<file path="config.mk">
export PLATFORM = sky130hd
export DESIGN_NAME = clkdiv_ctrl
export DESIGN_NICKNAME = d
export VERILOG_FILES = /design/src/rtl/clkdiv_pkg.sv /design/src/rtl/clkdiv_core.sv /design/src/rtl/clkdiv_ctrl.sv
export SDC_FILE = /design/constraint.sdc
export NUM_CORES = 1
export LEC_CHECK = 0
export CORE_MARGIN = 2
export CORE_UTILIZATION = 45
export DETAILED_ROUTE_END_ITERATION = 7
export GPL_TIMING_DRIVEN = 0
export PLACE_DENSITY = 0.69
export SYNTH_ARGS = -nofsm -noshare
export SYNTH_HDL_FRONTEND = slang
export SYNTH_SLANG_ARGS = --single-unit
</file>
<file path="constraint.sdc">
create_clock -name clk -period 4.29 [get_ports clk]
set_input_delay 0.6435 -clock clk [delete_from_list [all_inputs] [get_ports clk]]
set_output_delay 0.6435 -clock clk [all_outputs]
set_load 0.005 [all_outputs]
</file>
<file path="src/rtl/clkdiv_pkg.sv">
// Shared definitions for the programmable clock divider: controller states,
// the smallest legal divide ratio and the default counter width.
package clkdiv_pkg;

  typedef enum logic [1:0] {
    IDLE,
    RUN,
    PEND
  } state_e;

  localparam int unsigned DIV_MIN   = 2;
  localparam int unsigned CNT_W_DEF = 4;

endpackage

</file>
<file path="src/rtl/clkdiv_core.sv">
// Period counter and 50%-duty output stage: pos_q covers the first floor(N/2)
// cycles, and the negedge copy stretches the high phase by half a cycle for odd N.
module clkdiv_core
  import clkdiv_pkg::*;
#(
  parameter int unsigned CNT_W = CNT_W_DEF
) (
  input  logic             clk,
  input  logic             rstn,
  input  logic [CNT_W-1:0] div,
  input  logic             run,
  output logic             wrap,
  output logic             clk_out
);

  localparam logic [CNT_W-1:0] ONE = CNT_W'(1);

  logic [CNT_W-1:0] cnt_q, cnt_d;
  logic             run_q;
  logic             pos_q, pos_d;
  logic             neg_q;

  // 'run' is the running request for the next cycle, so pos_q can rise in the
  // same cycle the period starts. Whenever cnt_d is 0 the high phase is active
  // for any legal ratio, so the current div is sufficient across a ratio change.
  always_comb begin
    wrap  = run_q && (cnt_q == (div - ONE));
    cnt_d = (run_q && !wrap) ? (cnt_q + ONE) : '0;
    pos_d = run && (cnt_d < (div >> 1));
  end

  always_ff @(posedge clk or negedge rstn) begin
    if (!rstn) begin
      run_q <= 1'b0;
      cnt_q <= '0;
      pos_q <= 1'b0;
    end else begin
      run_q <= run;
      cnt_q <= cnt_d;
      pos_q <= pos_d;
    end
  end

  always_ff @(negedge clk or negedge rstn) begin
    if (!rstn) begin
      neg_q <= 1'b0;
    end else begin
      neg_q <= pos_q;
    end
  end

  assign clk_out = pos_q | (div[0] & neg_q);

endmodule

</file>
<file path="src/rtl/clkdiv_ctrl.sv">
// Run/stop controller with handshaked ratio reconfiguration; new ratios take
// effect only at output-period boundaries so clk_out never produces a short pulse.
module clkdiv_ctrl
  import clkdiv_pkg::*;
#(
  parameter int unsigned CNT_W   = CNT_W_DEF,
  parameter int unsigned DEF_DIV = 5
) (
  input  logic             clk,
  input  logic             rstn,
  input  logic             en,
  input  logic             cfg_valid,
  input  logic [CNT_W-1:0] cfg_div,
  output logic             cfg_ready,
  output logic             cfg_err,
  output logic             clk_out,
  output logic             period_tick,
  output logic [CNT_W-1:0] div_cur,
  output logic             running
);

  localparam logic [CNT_W-1:0] DIV_RST = CNT_W'(DEF_DIV);
  localparam logic [CNT_W-1:0] DIV_LO  = CNT_W'(DIV_MIN);

  state_e           state_q, state_d;
  logic [CNT_W-1:0] div_cur_q, div_cur_d;
  logic [CNT_W-1:0] div_pend_q, div_pend_d;
  logic             ready_q, ready_d;
  logic             err_q, err_d;
  logic             tick_q, tick_d;
  logic             run_q, run_d;
  logic             accept, take, wrap;

  always_comb begin
    accept     = cfg_valid && ready_q;
    take       = accept && (cfg_div >= DIV_LO);
    err_d      = accept && !take;
    state_d    = state_q;
    div_cur_d  = div_cur_q;
    div_pend_d = div_pend_q;

    case (state_q)
      IDLE: begin
        if (take) div_cur_d = cfg_div;
        if (en)   state_d   = RUN;
      end
      RUN: begin
        // A ratio taken while stopping at this wrap has no later boundary to
        // wait for, so it is applied directly as in IDLE.
        if (take && (!wrap || en)) begin
          div_pend_d = cfg_div;
          state_d    = PEND;
        end else if (wrap) begin
          if (take) div_cur_d = cfg_div;
          if (!en)  state_d   = IDLE;
        end
      end
      PEND: begin
        if (wrap) begin
          div_cur_d = div_pend_q;
          state_d   = en ? RUN : IDLE;
        end
      end
      default: state_d = IDLE;
    endcase

    run_d   = (state_d != IDLE);
    ready_d = (state_d != PEND);
    tick_d  = run_d && ((state_q == IDLE) || wrap);
  end

  always_ff @(posedge clk or negedge rstn) begin
    if (!rstn) begin
      state_q    <= IDLE;
      div_cur_q  <= DIV_RST;
      div_pend_q <= '0;
      ready_q    <= 1'b1;
      err_q      <= 1'b0;
      tick_q     <= 1'b0;
      run_q      <= 1'b0;
    end else begin
      state_q    <= state_d;
      div_cur_q  <= div_cur_d;
      div_pend_q <= div_pend_d;
      ready_q    <= ready_d;
      err_q      <= err_d;
      tick_q     <= tick_d;
      run_q      <= run_d;
    end
  end

  clkdiv_core #(
    .CNT_W (CNT_W)
  ) u_core (
    .clk     (clk),
    .rstn    (rstn),
    .div     (div_cur_q),
    .run     (run_d),
    .wrap    (wrap),
    .clk_out (clk_out)
  );

  assign cfg_ready   = ready_q;
  assign cfg_err     = err_q;
  assign period_tick = tick_q;
  assign div_cur     = div_cur_q;
  assign running     = run_q;

endmodule

</file>
==> results of run 1 <==
## placed cells by master (no fill, tap or decap), types with 4 or more instances in the layout
master,count
dfrtp_1,16
clkdlybuf4s50_1,16
nand2_1,6
inv_1,5
nor2_1,5
xnor2_1,4
mux2_2,4
o221a_1,4
ha_1,4
## state kept, by name (all words and copies together) (netlist names)
name,count
div_pend_q,4
u_core.cnt_q,4
u_core.pos_q,1
state_q,2
period_tick,1
u_core.run_q,1
cfg_err,1
u_core.neg_q,1
div_cur,4
cfg_ready,1
## metal layers
metal,global-route usage [%],vias up
met1,24.2,385
met4,6.41,0
met3,2.50,4
met5,0,-
li1,-,380
met2,26.2,15
## synthesized netlist by cell type, drive strengths merged, types with 2 or more instances
cell	n
dfrtp	16
nand4	2
ha	4
o221a	4
nor2	7
or2	4
nor3	3
mux2	4
a21oi	3
xnor2	6
xor2	3
a21o	3
inv	5
and3	4
dfstp	3
nand2	6
o21ai	3
## power by group through the flow
stage | clock network (mW) | logic [mW] | registers [mW]
2_1_floorplan | 0 | 0.388 | 0.343
3_3_place_gp | 0 | 0.524 | 0.356
3_5_place_dp | 0 | 0.539 | 0.362
4_1_cts | 0.159 | 0.543 | 0.359
5_1_grt | 0.169 | 0.596 | 0.368
6_report | 0.156 | 0.537 | 0.358
## worst max-delay path by stage
stage / cells past startpoint / endpoint / slack (ns)
global route: 2 / clk_out / 0.13
finish: 2 / clk_out / 0.21
CTS: 2 / clk_out / 0.20
floorplan: 1 / clk_out / 1.02
global placement: 1 / u_core.neg_q$_DFF_NN0_ / 0.47
detailed placement: 1 / u_core.neg_q$_DFF_NN0_ / 0.41
## cell type report
cell class              instances  area (um2)  area share (%)
multi-input cells              68         568            41.8
flip-flops and latches         20         504            37.1
repair buffers                 16         160            11.8
well taps                      28        35.0            2.58
clock inverters                 1        30.0            2.21
clock buffers                   3        22.5            1.66
plain buffers                   2        18.8            1.38
inverters                       5        18.8            1.38
## kinds of logic after synthesis
logic type               Yosys count
AND/OR/NAND/NOR                   31
AO/OA/AOI/OAI                     20
flip-flops                        20
XOR/XNOR                           9
buffers and inverters              7
multiplexers                       4
adder cells (fa/ha/maj)            4
## per-stage QoR
stage          cell area, um2  hold slack [ns]  power, mW
6_report                 1360            0.513       1.05
5_1_grt                  1360            0.534       1.13
4_1_cts                  1360            0.518       1.06
3_5_place_dp             1310            0.489      0.901
3_3_place_gp             1310            0.483      0.880
2_1_floorplan            1110            0.348      0.731
## critical path, delay by kind of cell, from the launching register on
| family | cells | cell delay [ns] |
|---|---|---|
| compound gates | 1 | 0.11 |
| buf+inv | 1 | 0.49 |
| flops | 1 | 0.40 |
==> impl_metrics.csv, run 1 <==
group,metric,value,unit
power_and_ir_drop,power_density,774,nW/um2
cts,postCtsSetupRepairBufs,0,
sta,rsz0062_at_grt,"false",
yosys,synth_cell_type_count,39,
sta,drv_slew,0,
cts,ctsHoldBuffers,0,
hold_path,hp-class,"reg2reg",
yosys,synth_top_flop_cell,"dfrtp_1",
finish,drive_gt1_share,23.5,%
global_routing,antenna_found_initial,0,
finish,area_growth,22.3,%
yosys,synthSimpleGateAreaFrac,18.2,%
routing,wire_per_inst,14.6,um
critical_path,crit-reg2reg-launch,"u_core.pos_q$_DFF_PN0_",
yosys,synth_edf_count,0,
power_and_ir_drop,netSwitchingFraction,37.3,%
critical_path,r2r_end,"u_core.neg_q$_DFF_NN0_",
hold_path,hold_start,"div_pend_q[2]$_DFFE_PN0P_",
sta,finalWorstSetupSlack,0.209,ns
power_and_ir_drop,seqPwrFrac,34.0,%
cts,clkSinkCount,20,
yosys,synth.largest_area_cell,"dfrtp_1",
sta,fin_skew,0.00733,ns
cts,cts_tree,"yes",
cts,clock_path_buffers,2,
cts,numCtsBuffers,3,
cts,clk_pin_slew,0.12,ns
run_status,outcome,"complete, no violations",
sta,tightest_slew,0.901,ns
hold_path,min_path_cells,1,
power_and_ir_drop,power.share.combinational,51.1,%
cts,clk_latency,0.31,ns
critical_path,startpoint,"u_core.neg_q$_DFF_NN0_",
yosys,synthXorXnorAreaFrac,8.46,%
yosys,syn_nets,107,
critical_path,reg2reg_depth,0,
global_routing,grt.overflow.total,0,
floorplan,initial_utilization,48.8,%
routing,routed_via_density,5.48,
critical_path,rrSetupSlack,1.61,ns
sta,setup_tns,0,ns
finish,n_fill_cell,198,
yosys,syn_inst,95,
critical_path,critPathRequiredTime,3.65,ns
routing,met1_length,1030,um
yosys,ys_async_sr_fraction,100,%
routing,ant_nets,0,
power_and_ir_drop,leakagePower,0.612,nW
power_and_ir_drop,switchingPower,0.391,mW
routing,dr_total_vias,784,
cts,ctsResizeCount,0,
yosys,synth_fa_ha_area_share,4.51,%
critical_path,end_kind,"primary output",
routing,top_layer,"met4",
power_and_ir_drop,p_int,0.659,mW
yosys,ys_top_cells_by_area,"dfrtp_1 (36%), dfstp_2 (7.1%), ha_1 (4.5%)",
sta,hold_viol,0,
floorplan,core_area,2280,um2
global_routing,grtUsageTotal,17.0,%
yosys,synth_top_area_share,36.1,%
floorplan,dieArea,2880,um2
yosys,yosysSeqAreaShare,45.4,%
routing,dr_wl_met3,68,um
floorplan,placementRows,17,
place,dp_slack,0.411,ns
global_routing,grt_max_degree,21,
floorplan,io_pins,17,
critical_path,cp-start-kind,"flop",
floorplan,die_w,53.7,um
finish,fin_util,59.6,%
floorplan,die_y,53.7,um
routing,wirelength,2080,um
routing,drcViolationCount,0,
cts,htree_num_levels,1,
critical_path,cp.arrival,3.44,ns
power_and_ir_drop,ir_drop,0.000390,V
sta,finalSetupViolCount,0,
yosys,syn_area_per_cell,11.7,um2
critical_path,worst-setup-path-type,"reg2out",
global_routing,grt_pass1_wl,3500,um
critical_path,cp_cell_sequence,"a21o_1 -> clkdlybuf4s50_1",
yosys,synth_top_family_by_area,"simple AND/OR/NAND/NOR gates",
routing,dr.pass1.iters,4,
cts,cts-root-buf,"clkbuf_4",
finish,diodes,0,
finish,stdcell_count,143,
routing,wl_met2,962,um
power_and_ir_drop,power_frac_clock,14.8,%
yosys,synth_compound_area_share,16.0,%
finish,final_nets,128,
yosys,synth_seq_cells,20,
place,portBuffers,16,
place,dp_cells,139,
yosys,synth.area.mux_share,4.06,%
critical_path,cpPeakStageDelay,0.49,ns
yosys,ys_warn_count,0,
flow_run,drv_cap,0,
critical_path,slowest_stage,"clkdlybuf4s50_1",
global_routing,grt_pass1_vias,765,
sta,relSlewSlack,39.7,%
yosys,netlist_area,1110,um2
hold_path,hold_end,"div_pend_q[2]$_DFFE_PN0P_",
place,hpwl,1590,um
critical_path,critPathMaxFanout,1,
place,gp_congestion,0.816,
routing,first_iter_violations,2,
No activity file was read; power rests on OpenSTA's default activity.
==> run 2: changes to the inputs <==
--- a/config.mk
+++ b/config.mk
@@ -5,10 +5,10 @@
 export SDC_FILE = /design/constraint.sdc
 export NUM_CORES = 1
 export LEC_CHECK = 0
-export CORE_MARGIN = 2
 export CORE_UTILIZATION = 45
 export DETAILED_ROUTE_END_ITERATION = 7
 export GPL_TIMING_DRIVEN = 0
+export MAX_ROUTING_LAYER = met4
 export PLACE_DENSITY = 0.69
 export SYNTH_ARGS = -nofsm -noshare
 export SYNTH_HDL_FRONTEND = slang
==> run 2 against run 1 <==
Compared with the run above:
- sequential cell count did not move
- largest power group unchanged
- sequential share of layout area did not move
- utilization did not move
- design area did not move
- clock skew rose by 0.0036 ns
- die area fell by 7.3%
- combinational power rose by 1%
==> impl_metrics.csv, run 2 (same netlist as run 1, synthesis figures left out) <==
group,metric,value,unit
run_status,outcome,"complete, no violations",
global_routing,grt_pass1_vias,799,
critical_path,critPathMaxFanout,1,
critical_path,cp-start-kind,"flop",
finish,n_fill_cell,213,
finish,diodes,0,
routing,dr.pass1.iters,3,
critical_path,cp.arrival,3.44,ns
critical_path,critPathRequiredTime,3.65,ns
routing,drcViolationCount,0,
cts,ctsResizeCount,0,
global_routing,grt.overflow.total,0,
power_and_ir_drop,ir_drop,0.000388,V
floorplan,core_area,2280,um2
cts,ctsHoldBuffers,0,
critical_path,end_kind,"primary output",
floorplan,dieArea,2670,um2
floorplan,io_pins,17,
critical_path,worst-setup-path-type,"reg2out",
routing,wirelength,2090,um
routing,dr_total_vias,770,
power_and_ir_drop,power,1.06,mW
cts,clock_path_buffers,2,
cts,postCtsSetupRepairBufs,0,
critical_path,reg2reg_depth,0,
place,gp_congestion,0.820,
sta,drv_slew,0,
place,hpwl,1530,um
finish,drive_gt1_share,23.5,%
place,portBuffers,16,
power_and_ir_drop,leakagePower,0.612,nW
routing,routed_via_density,5.38,
cts,numCtsBuffers,3,
sta,relSlewSlack,39.9,%
global_routing,grt_max_degree,21,
global_routing,grt_pass1_wl,3610,um
cts,clk_latency,0.31,ns
sta,hold_viol,0,
routing,wire_per_inst,14.6,um
floorplan,die_w,51.7,um
hold_path,hp-class,"reg2reg",
cts,htree_num_levels,1,
power_and_ir_drop,power_density,778,nW/um2
sta,finalSetupViolCount,0,
finish,mostFrequentLayoutCells,"dfrtp_1 (16), clkdlybuf4s50_1 (16), nand2_1 (6)",
hold_path,min_path_cells,1,
flow_run,drv_cap,0,
cts,cts_tree,"yes",
routing,ant_nets,0,
sta,fin_skew,0.0109,ns
global_routing,antenna_found_initial,0,
sta,setup_tns,0,ns
sta,rsz0062_at_grt,"false",
critical_path,slowest_stage,"clkdlybuf4s50_1",
finish,fin_area,1360,um2
cts,cts-root-buf,"clkbuf_4",
sta,tightest_slew,0.898,ns
global_routing,grtUsageTotal,19.1,%
cts,clkSinkCount,20,
sta,hold_slack,0.520,ns
floorplan,initial_utilization,48.8,%
finish,area_growth,22.3,%
critical_path,cp_cell_sequence,"a21o_1 -> clkdlybuf4s50_1",
floorplan,die_y,51.7,um
finish,final_nets,128,
floorplan,placementRows,17,
routing,first_iter_violations,9,
place,placedInstanceArea,1310,um2
cts,clk_pin_slew,0.13,ns
critical_path,cpPeakStageDelay,0.48,ns
run 2: cell counts in the layout (fill, tap and decap cells not counted):
No cell type changed its count.
run 2: metal layers:
| layer | track usage [%] | part of all wire, % | up-vias |
|---|---|---|---|
| met5 | - | 0 | - |
| met4 | 8.11 | 2.0 | 0 |
| met3 | 3.51 | 3.1 | 5 |
| met2 | 29.2 | 46 | 14 |
| met1 | 24.8 | 49 | 375 |
| li1 | - | - | 376 |
run 2: path summary, 6_finish.rpt:
path	start	end	slack, ns
max in group asynchronous	rstn	u_core.neg_q$_DFF_NN0_	0.86
min reg2reg	div_pend_q[1]$_DFFE_PN0P_	div_pend_q[1]$_DFFE_PN0P_	0.52
min	div_pend_q[1]$_DFFE_PN0P_	div_pend_q[1]$_DFFE_PN0P_	0.52
max reg2reg	u_core.pos_q$_DFF_PN0_	u_core.neg_q$_DFF_NN0_	1.61
max	u_core.neg_q$_DFF_NN0_	clk_out	0.21
min in group asynchronous	rstn	div_pend_q[0]$_DFFE_PN0P_	0.82
run 2: cell type report:
class	instances	area, um2	area share, %
clock buffer	3	22.5	1.66
tap	28	35.0	2.58
timing repair buffer	16	160	11.8
inverter	5	18.8	1.38
sequential	20	504	37.1
buffer	2	18.8	1.38
clock inverter	1	30.0	2.21
multi-input combinational	68	568	41.8
run 2: where the power goes:
part / internal [mW] / switching, mW / leakage, nW
Clock: 0.0945 / 0.0637 / 0.0279
Combinational: 0.282 / 0.261 / 0.345
Sequential: 0.282 / 0.0730 / 0.239
Total: 0.659 / 0.397 / 0.612
run 2: worst max-delay path: cells and delay by family (launching register included):
kind / cells / cell delay, ns
buf+inv: 1 / 0.48
flops: 1 / 0.40
compound gates: 1 / 0.11
run 2: stage by stage:
stage	worst slack (ns)	utilization, %	cells
after floorplan	1.02	-	95
after global placement	0.467	57.3	139
after detailed placement	0.430	57.3	139
after CTS	0.189	59.6	143
after global routing	0.134	59.6	143
final	0.206	59.6	143
